===== config.mk =====
export PLATFORM = sky130hd
export DESIGN_NAME = reg_load_arbiter
export DESIGN_NICKNAME = d
export VERILOG_FILES = /design/src/rtl/reg_load_arbiter.sv
export SDC_FILE = /design/constraint.sdc
export NUM_CORES = 1
export LEC_CHECK = 0
export BUFFER_PORTS_ARGS = -buffer_cell sky130_fd_sc_hd__buf_4
export CAP_MARGIN = 20
export CORE_MARGIN = 2
export CORE_UTILIZATION = 35
export CTS_BUF_LIST = sky130_fd_sc_hd__clkbuf_16
export DETAILED_ROUTE_END_ITERATION = 8
export GPL_ROUTABILITY_DRIVEN = 0
export GPL_TIMING_DRIVEN = 0
export PLACE_DENSITY = 0.69
export SYNTH_ARGS = -nofsm -noshare
export SYNTH_HDL_FRONTEND = slang
export SYNTH_SLANG_ARGS = --single-unit

===== constraint.sdc =====
create_clock -name clk -period 3.5 [get_ports clk]
set_input_delay 0.35 -clock clk [delete_from_list [all_inputs] [get_ports clk]]
set_output_delay 0.35 -clock clk [all_outputs]
set_load 0.03 [all_outputs]

===== src/rtl/reg_load_arbiter.sv =====
// Round-robin arbiter sharing one falling-edge loadable register.
// One registered load pulse per grant, then a 4-phase ack handshake.
module reg_load_arbiter #(
  parameter int N_REQ = 4,
  parameter int WIDTH = 4,
  parameter int CNT_W = 8
) (
  input  logic                   clk,
  input  logic                   rst_n,
  input  logic [N_REQ-1:0]       req,
  input  logic [N_REQ*WIDTH-1:0] req_data,
  output logic [N_REQ-1:0]       grant,
  output logic [N_REQ-1:0]       ack,
  output logic                   load,
  output logic [WIDTH-1:0]       load_data,
  output logic                   busy,
  output logic [CNT_W-1:0]       load_count
);

  localparam int PW = (N_REQ > 1) ? $clog2(N_REQ) : 1;

  typedef enum logic [1:0] {
    S_IDLE,
    S_LOAD,
    S_ACK
  } state_t;

  state_t           r_state;
  logic [PW-1:0]    r_ptr;
  logic [PW-1:0]    r_idx;
  logic [N_REQ-1:0] r_grant;
  logic [N_REQ-1:0] r_ack;
  logic             r_load;
  logic [WIDTH-1:0] r_load_data;
  logic             r_busy;
  logic [CNT_W-1:0] r_count;

  logic             w_found;
  logic [PW-1:0]    w_idx;
  logic [PW-1:0]    w_nxt;

  // Search starts at the pointer and wraps, giving rotating priority.
  always_comb begin
    w_found = 1'b0;
    w_idx   = '0;
    for (int k = 0; k < N_REQ; k++) begin
      if (!w_found && req[(int'(r_ptr) + k) % N_REQ]) begin
        w_found = 1'b1;
        w_idx   = PW'((int'(r_ptr) + k) % N_REQ);
      end
    end
  end

  assign w_nxt = (r_idx == PW'(N_REQ - 1)) ? '0 : r_idx + 1'b1;

  always_ff @(posedge clk or negedge rst_n) begin
    if (!rst_n) begin
      r_state     <= S_IDLE;
      r_ptr       <= '0;
      r_idx       <= '0;
      r_grant     <= '0;
      r_ack       <= '0;
      r_load      <= 1'b0;
      r_load_data <= '0;
      r_busy      <= 1'b0;
      r_count     <= '0;
    end else begin
      unique case (r_state)
        S_IDLE: begin
          if (w_found) begin
            r_state     <= S_LOAD;
            r_idx       <= w_idx;
            r_grant     <= N_REQ'(1) << w_idx;
            r_load      <= 1'b1;
            r_load_data <= req_data[w_idx*WIDTH +: WIDTH];
            r_busy      <= 1'b1;
          end
        end
        S_LOAD: begin
          r_state <= S_ACK;
          r_load  <= 1'b0;
          r_ack   <= r_grant;
          r_count <= r_count + 1'b1;
        end
        S_ACK: begin
          if (!req[r_idx]) begin
            r_state <= S_IDLE;
            r_grant <= '0;
            r_ack   <= '0;
            r_ptr   <= w_nxt;
            r_busy  <= 1'b0;
          end
        end
        default: r_state <= S_IDLE;
      endcase
    end
  end

  assign grant      = r_grant;
  assign ack        = r_ack;
  assign load       = r_load;
  assign load_data  = r_load_data;
  assign busy       = r_busy;
  assign load_count = r_count;

endmodule

==> impl_metrics.py, run 1 <==
metrics = {
    "synthesis": {
        "synth-xor-area-share_pct": 4.52,
        "synth_edf_count": 0,
        "synth_cell_types": 36,
        "synth-adder-area-share_pct": 1.85,
        "syn-cell-area_um2": 1360,
        "synth_ff_type": "dfrtp_1",
        "syn_avg_cell_area_um2": 10.4,
        "synth.area.mux_share_pct": 6.46,
        "yosys_warnings": 0,
        "async_flop_share_pct": 100,
        "syn_nets": 154,
        "synthSimpleGateAreaFrac_pct": 18.5,
        "ys_seq_elements": 28,
        "synth_top_family_by_area": "simple AND/OR/NAND/NOR gates",
        "synthesis.instances": 130,
        "yosysSeqAreaShare_pct": 51.7,
        "synth-compound-area-share_pct": 14.9,
    },
    "timing": {
        "worst_hold_slack_ns": -0.0103,
        "slew_headroom_pct": 62.7,
        "final.setup.worst_slack_ns": 1.51,
        "max_freq_mhz": 503,
        "skew_ns": 0.00194,
        "slew_violations": 0,
        "tns_ns": 0,
        "finalCritPeriodShare_pct": 56.7,
        "hold_viol_final": 28,
        "period_needed_ns": 1.99,
        "worst_pin_slew_ns": 0.546,
        "setup_violations": 0,
        "rsz0062_at_grt": "no",
    },
    "clocking": {
        "cts_hold_buf": 0,
        "clk_path_buf_depth": 2,
        "clockRootBuffer": "clkbuf_16",
        "clock_latency_ns": 0.26,
        "tritoncts": "yes",
        "cts_buffers": 3,
        "cts.sinks": 28,
        "post-cts-setup-buffers": 0,
        "h-tree-depth": 1,
        "ctsResizeCount": 0,
        "clkTransAtPathRegs_ns": 0.07,
    },
    "drt": {
        "viasPerCell": 5.16,
        "routedWlPerCell_um": 13.2,
        "wl_met2_um": 1380,
        "wl_met1_um": 1340,
        "drt-pass1-iter-count": 4,
        "vias": 1162,
        "drc": 0,
        "postRouteAntennaNets": 0,
        "wl_met3_um": 201,
        "wl_um": 2960,
        "highest_layer": "met4",
        "drtIter0Drc": 48,
    },
    "global_routing": {
        "grt_max_degree": 29,
        "grt_pass1_wl_um": 4890,
        "grt_pass1_vias": 1112,
        "antenna_found_initial": 0,
        "globalRouteOverflowTotal": 0,
        "grt_use_total_pct": 14.7,
    },
    "floorplanning": {
        "row_count": 22,
        "die_y_um": 66.3,
        "core_area_um2": 3690,
        "die_w_um": 66.3,
        "design.die.area_um2": 4390,
        "ioPinCount": 44,
        "initial_core_util_pct": 36.8,
    },
    "place": {
        "hpwl_um": 2300,
        "io_buffers": 43,
        "pre_cts_slack_ns": 1.45,
        "place_inst": 221,
        "placed_area_um2": 1740,
    },
    "finish": {
        "fillers": 361,
        "syn2layout_area_growth_pct": 36.0,
        "nNetsFinal": 202,
        "antenna_cells": 0,
        "finish.instance_area_um2": 1840,
        "layout-drive-gt1-share_pct": 30.5,
        "final_cells": 225,
    },
    "critical_path": {
        "worstSetupPathType": "reg2reg",
        "cp.required_ns": 3.62,
        "worstSetupEndpointType": "flip-flop",
        "worstPathArrival_ns": 2.11,
        "critPathLaunchType": "flip-flop",
        "crit_fanout": 10,
    },
    "power": {
        "power.density_nw_per_um2": 927,
        "ir_worst_vdd_mv": 0.332,
        "cellLeakagePower_nw": 0.897,
    },
    "worst_hold_path": {
        "hold_class": "in2async",
    },
    "outcome": {
        "status": "finished with violations",
        "violations": "negative hold slack",
    },
    "job": {
        "drv_cap": 0,
    },
}
## layer usage
| metal | GRT usage [%] | vias to the layer above |
|---|---|---|
| met5 | 0 | - |
| met4 | 6.12 | 0 |
| met3 | 2.90 | 5 |
| met2 | 25.4 | 47 |
| met1 | 17.8 | 556 |
| li1 | - | 554 |
## cells by family (layout without fill, tap and decap cells)
kind of cell / after synthesis / after routing
simple gates: 50 / 50
compound gates: 29 / 29
flops: 28 / 28
xor+xnor: 7 / 7
mux: 7 / 7
buf+inv: 7 / 54
fa+ha+maj: 2 / 2
## worst max-delay path, cell delays in order (launching register included)
cell       delay (ns)
dfrtp_1          0.44
mux2i_1          0.26
o22a_1           0.26
nand2_2          0.19
a2111oi_0        0.60
a211oi_1         0.10
## registers in the layout (all words and copies together) (netlist names)
register	cells
ack	4
load_count	8
load	1
r_state	2
r_idx	2
r_ptr	2
busy	1
grant	4
load_data	4
## cell type report
cell class | instances | area, um^2 | area share (%)
Tap cell | 48 | 60.1 | 3.26
Sequential cell | 28 | 701 | 38.0
Timing Repair Buffer | 43 | 323 | 17.5
Clock inverter | 1 | 30.0 | 1.63
Inverter | 3 | 11.3 | 0.611
Buffer | 4 | 17.5 | 0.950
Clock buffer | 3 | 75.1 | 4.07
Multi-Input combinational cell | 95 | 627 | 34.0
## Yosys cell counts (all sizes together), types with 3 or more instances
| master | count | area [um^2] |
|---|---|---|
| dfrtp | 28 | 701 |
| nand2 | 21 | 81.3 |
| nor2 | 10 | 37.5 |
| o21ai | 6 | 30.0 |
| mux2i | 5 | 50.1 |
| xnor2 | 5 | 43.8 |
| a2111oi | 4 | 35.0 |
| a211oi | 4 | 30.0 |
| and3 | 4 | 25.0 |
| nand2b | 4 | 25.0 |
| a21oi | 3 | 15.0 |
| inv | 3 | 11.3 |
| o22ai | 3 | 18.8 |
## where the power goes
group	switching (mW)	internal [mW]
clock network	0.110	0.228
registers	0.119	0.454
logic	0.465	0.335
## cell usage in the layout, fill, tap and decap left out, drive strengths merged
| cell type | instances |
|---|---|
| nand2b | 4 |
| and3 | 4 |
| dfrtp | 28 |
| o21bai | 1 |
| bufinv | 1 |
| mux4 | 1 |
| nand3b | 1 |
| nor3b | 1 |
| mux2i | 5 |
| o22a | 2 |
| a211oi | 4 |
| clkbuf | 5 |
| a22o | 2 |
| mux2 | 1 |
| o31ai | 1 |
| nor4 | 1 |
| a2111oi | 4 |
| o21a | 1 |
| o22ai | 3 |
| a21oi | 3 |
| nor2 | 10 |
| buf | 45 |
| xor2 | 2 |
| and2 | 2 |
| ha | 2 |
| a21o | 2 |
| or3 | 1 |
| nand3 | 1 |
| nand2 | 21 |
| xnor2 | 5 |
| inv | 3 |
| nor2b | 1 |
| nand4 | 2 |
| o21ai | 6 |
| and2b | 1 |
## worst paths after layout
kind	slack (ns)	cells past startpoint	start	endpoint
worst max-delay path	1.51	5	r_ptr[1]$_DFFE_PN0P_	load_data[3]$_DFFE_PN0P_
worst min-delay path	-0.01	1	rst_n	load_count[3]$_DFFE_PN0P_
worst max register to register	1.51	5	r_ptr[1]$_DFFE_PN0P_	load_data[3]$_DFFE_PN0P_
worst min register to register	0.49	1	load_count[7]$_DFFE_PN0P_	load_count[7]$_DFFE_PN0P_
max in group asynchronous	3.25	1	rst_n	ack[0]$_DFFE_PN0P_
min in group clk	0.43	3	req_data[15]	load_data[3]$_DFFE_PN0P_
## per-stage QoR
step,utilization [%],power [mW]
2_1_floorplan,-,1.11
3_3_place_gp,47.2,1.36
3_5_place_dp,47.2,1.39
4_1_cts,50.0,1.73
5_1_grt,50.0,1.82
6_report,50.0,1.71
(Power assumes the default switching activity.)
==> run 2, diff against run 1 <==
--- a/config.mk
+++ b/config.mk
@@ -13,7 +13,7 @@
 export DETAILED_ROUTE_END_ITERATION = 8
 export GPL_ROUTABILITY_DRIVEN = 0
 export GPL_TIMING_DRIVEN = 0
-export PLACE_DENSITY = 0.69
+export PLACE_DENSITY = 0.71
 export SYNTH_ARGS = -nofsm -noshare
 export SYNTH_HDL_FRONTEND = slang
 export SYNTH_SLANG_ARGS = --single-unit
==> constraint.sdc (replaced) <==
create_clock -name clk -period 1.8 [get_ports clk]
set_input_delay 0.18 -clock clk [delete_from_list [all_inputs] [get_ports clk]]
set_output_delay 0.18 -clock clk [all_outputs]
set_load 0.03 [all_outputs]
==> impl_metrics.py, run 2 (synthesis results as in run 1) <==
metrics = {
    "timing": {
        "final.setup.worst_slack_ns": 0.0992,
        "hold_viol_final": 0,
        "worst_hold_slack_ns": 0.274,
        "skew_ns": 0.00299,
        "period_needed_ns": 1.70,
        "finalCritPeriodShare_pct": 94.5,
        "slew_violations": 0,
        "setup_violations": 0,
        "max_freq_mhz": 588,
        "worst_pin_slew_ns": 0.536,
        "slew_headroom_pct": 64.2,
    },
    "critical_path": {
        "r2r-start": "r_idx[0]$_DFFE_PN0P_",
        "reg2reg_slack_ns": 0.1,
        "reg2regPathDepth": 3,
        "worstSetupEndpointType": "flip-flop",
        "worstPathArrival_ns": 1.85,
        "cp.required_ns": 1.95,
        "worstSetupPathType": "reg2reg",
        "critPathLaunchType": "flip-flop",
        "crit_fanout": 4,
        "regToRegEndpoint": "r_ptr[1]$_DFFE_PN0P_",
    },
    "global_routing": {
        "globalRouteOverflowTotal": 0,
        "antenna_found_initial": 0,
        "grt_max_degree": 29,
        "grt_pass1_wl_um": 4910,
        "grt_pass1_vias": 1125,
        "grt_use_total_pct": 14.8,
    },
    "floorplanning": {
        "initial_core_util_pct": 36.8,
        "ioPinCount": 44,
        "design.die.area_um2": 4390,
        "row_count": 22,
        "die_w_um": 66.3,
        "die_y_um": 66.3,
        "core_area_um2": 3690,
    },
    "power": {
        "netSwitchingPower_mw": 1.39,
        "cellLeakagePower_nw": 0.903,
        "combinationalPowerShare_pct": 50.2,
        "p_int_mw": 1.88,
        "clock_power_share_pct": 15.2,
        "power.density_nw_per_um2": 1740,
        "seqPwrFrac_pct": 34.6,
        "ir_worst_vdd_mv": 0.750,
        "sw_frac_of_total_pct": 42.5,
    },
    "finish": {
        "multi_input_area_um2": 662,
        "final_cells": 228,
        "finish.instance_area_um2": 1880,
        "fillers": 343,
        "syn2layout_area_growth_pct": 38.6,
        "layout-drive-gt1-share_pct": 34.4,
        "final_common_cell": "buf_4",
        "seq_area_um2": 702,
        "nNetsFinal": 205,
        "largest_reg_flops": 8,
        "final_core_utilization_pct": 50.9,
        "mostFrequentLayoutCells": "buf_4, dfrtp_1, nand2_1, nor2_1, o21ai_0",
        "antenna_cells": 0,
    },
    "clocking": {
        "clock_latency_ns": 0.26,
        "cts.sinks": 28,
        "cts_buffers": 3,
        "clkTransAtPathRegs_ns": 0.06,
        "tritoncts": "yes",
        "clk_path_buf_depth": 2,
        "clockRootBuffer": "clkbuf_16",
        "h-tree-depth": 1,
    },
    "worst_hold_path": {
        "min_from": "req_data[15]",
        "min_to": "load_data[3]$_DFFE_PN0P_",
        "whs_path_depth": 3,
        "hold_class": "in2reg",
    },
    "drt": {
        "drt-pass1-iter-count": 4,
        "wl_um": 3050,
        "routedWlPerCell_um": 13.4,
        "viasPerCell": 5.00,
        "drtIter0Drc": 57,
        "postRouteAntennaNets": 0,
        "drc": 0,
        "vias": 1139,
    },
    "place": {
        "placed_area_um2": 1740,
        "hpwl_um": 2270,
        "io_buffers": 43,
        "pre_cts_slack_ns": -0.131,
        "place_inst": 221,
    },
    "job": {
        "drv_cap": 0,
    },
    "outcome": {
        "status": "complete, no violations",
    },
}
==> run 2: worst max path at each step <==
stage / depth (start not counted) / to / startpoint
2_1_floorplan: 3 / r_ptr[1]$_DFFE_PN0P_ / r_idx[0]$_DFFE_PN0P_
3_3_place_gp: 5 / load_data[0]$_DFFE_PN0P_ / r_ptr[1]$_DFFE_PN0P_
3_5_place_dp: 5 / load_data[0]$_DFFE_PN0P_ / r_ptr[1]$_DFFE_PN0P_
4_1_cts: 5 / load_data[0]$_DFFE_PN0P_ / r_ptr[1]$_DFFE_PN0P_
5_1_grt: 5 / load_data[3]$_DFFE_PN0P_ / r_ptr[1]$_DFFE_PN0P_
6_report: 3 / r_ptr[1]$_DFFE_PN0P_ / r_idx[0]$_DFFE_PN0P_
==> run 2: area by class of cell <==
class / instances / share of cell area, %
clock inverters: 1 / 0.200
plain buffers: 4 / 0.932
repair buffers: 46 / 18.5
clock buffers: 3 / 3.99
multi-input cells: 95 / 35.2
well taps: 48 / 3.20
flip-flops and latches: 28 / 37.4
inverters: 3 / 0.599
==> run 2: repair_timing <==
item | 4_1_cts | 5_1_grt
endpoints found under the hold margin | 28 | 0
setup endpoints to repair | 5 | 4
hold buffers | 1 | 0
pin swaps | 1 | 0
setup buffers | 2 | 0
resized for setup | 8 | 4
==> run 2: metrics by stage <==
stage | power (mW) | setup TNS, ns
2_1_floorplan | 2.16 | 0
3_3_place_gp | 2.65 | -0.231
3_5_place_dp | 2.69 | -0.318
4_1_cts | 3.27 | 0
5_1_grt | 3.48 | -0.00726
6_report | 3.27 | 0
==> run 2: power by group through the flow <==
stage	combinational, mW	sequential, mW	clock (mW)
after detailed placement	1.56	1.13	0
after global routing	1.79	1.17	0.532
after floorplan	0.725	1.43	0
final	1.64	1.13	0.497
after CTS	1.63	1.13	0.509
after global placement	1.53	1.12	0
==> run 2: worst max-delay path: stages, from the launching register on <==
cell	delay, ns
dfrtp_1	0.42
mux4_2	0.58
nor3b_4	0.27
mux2_4	0.32
==> run 2: per-layer routing <==
layer	GRT usage (%)	part of all wire, %
met5	0	0
met4	7.40	1.7
met3	3.41	6.9
met2	23.9	46
met1	18.5	45
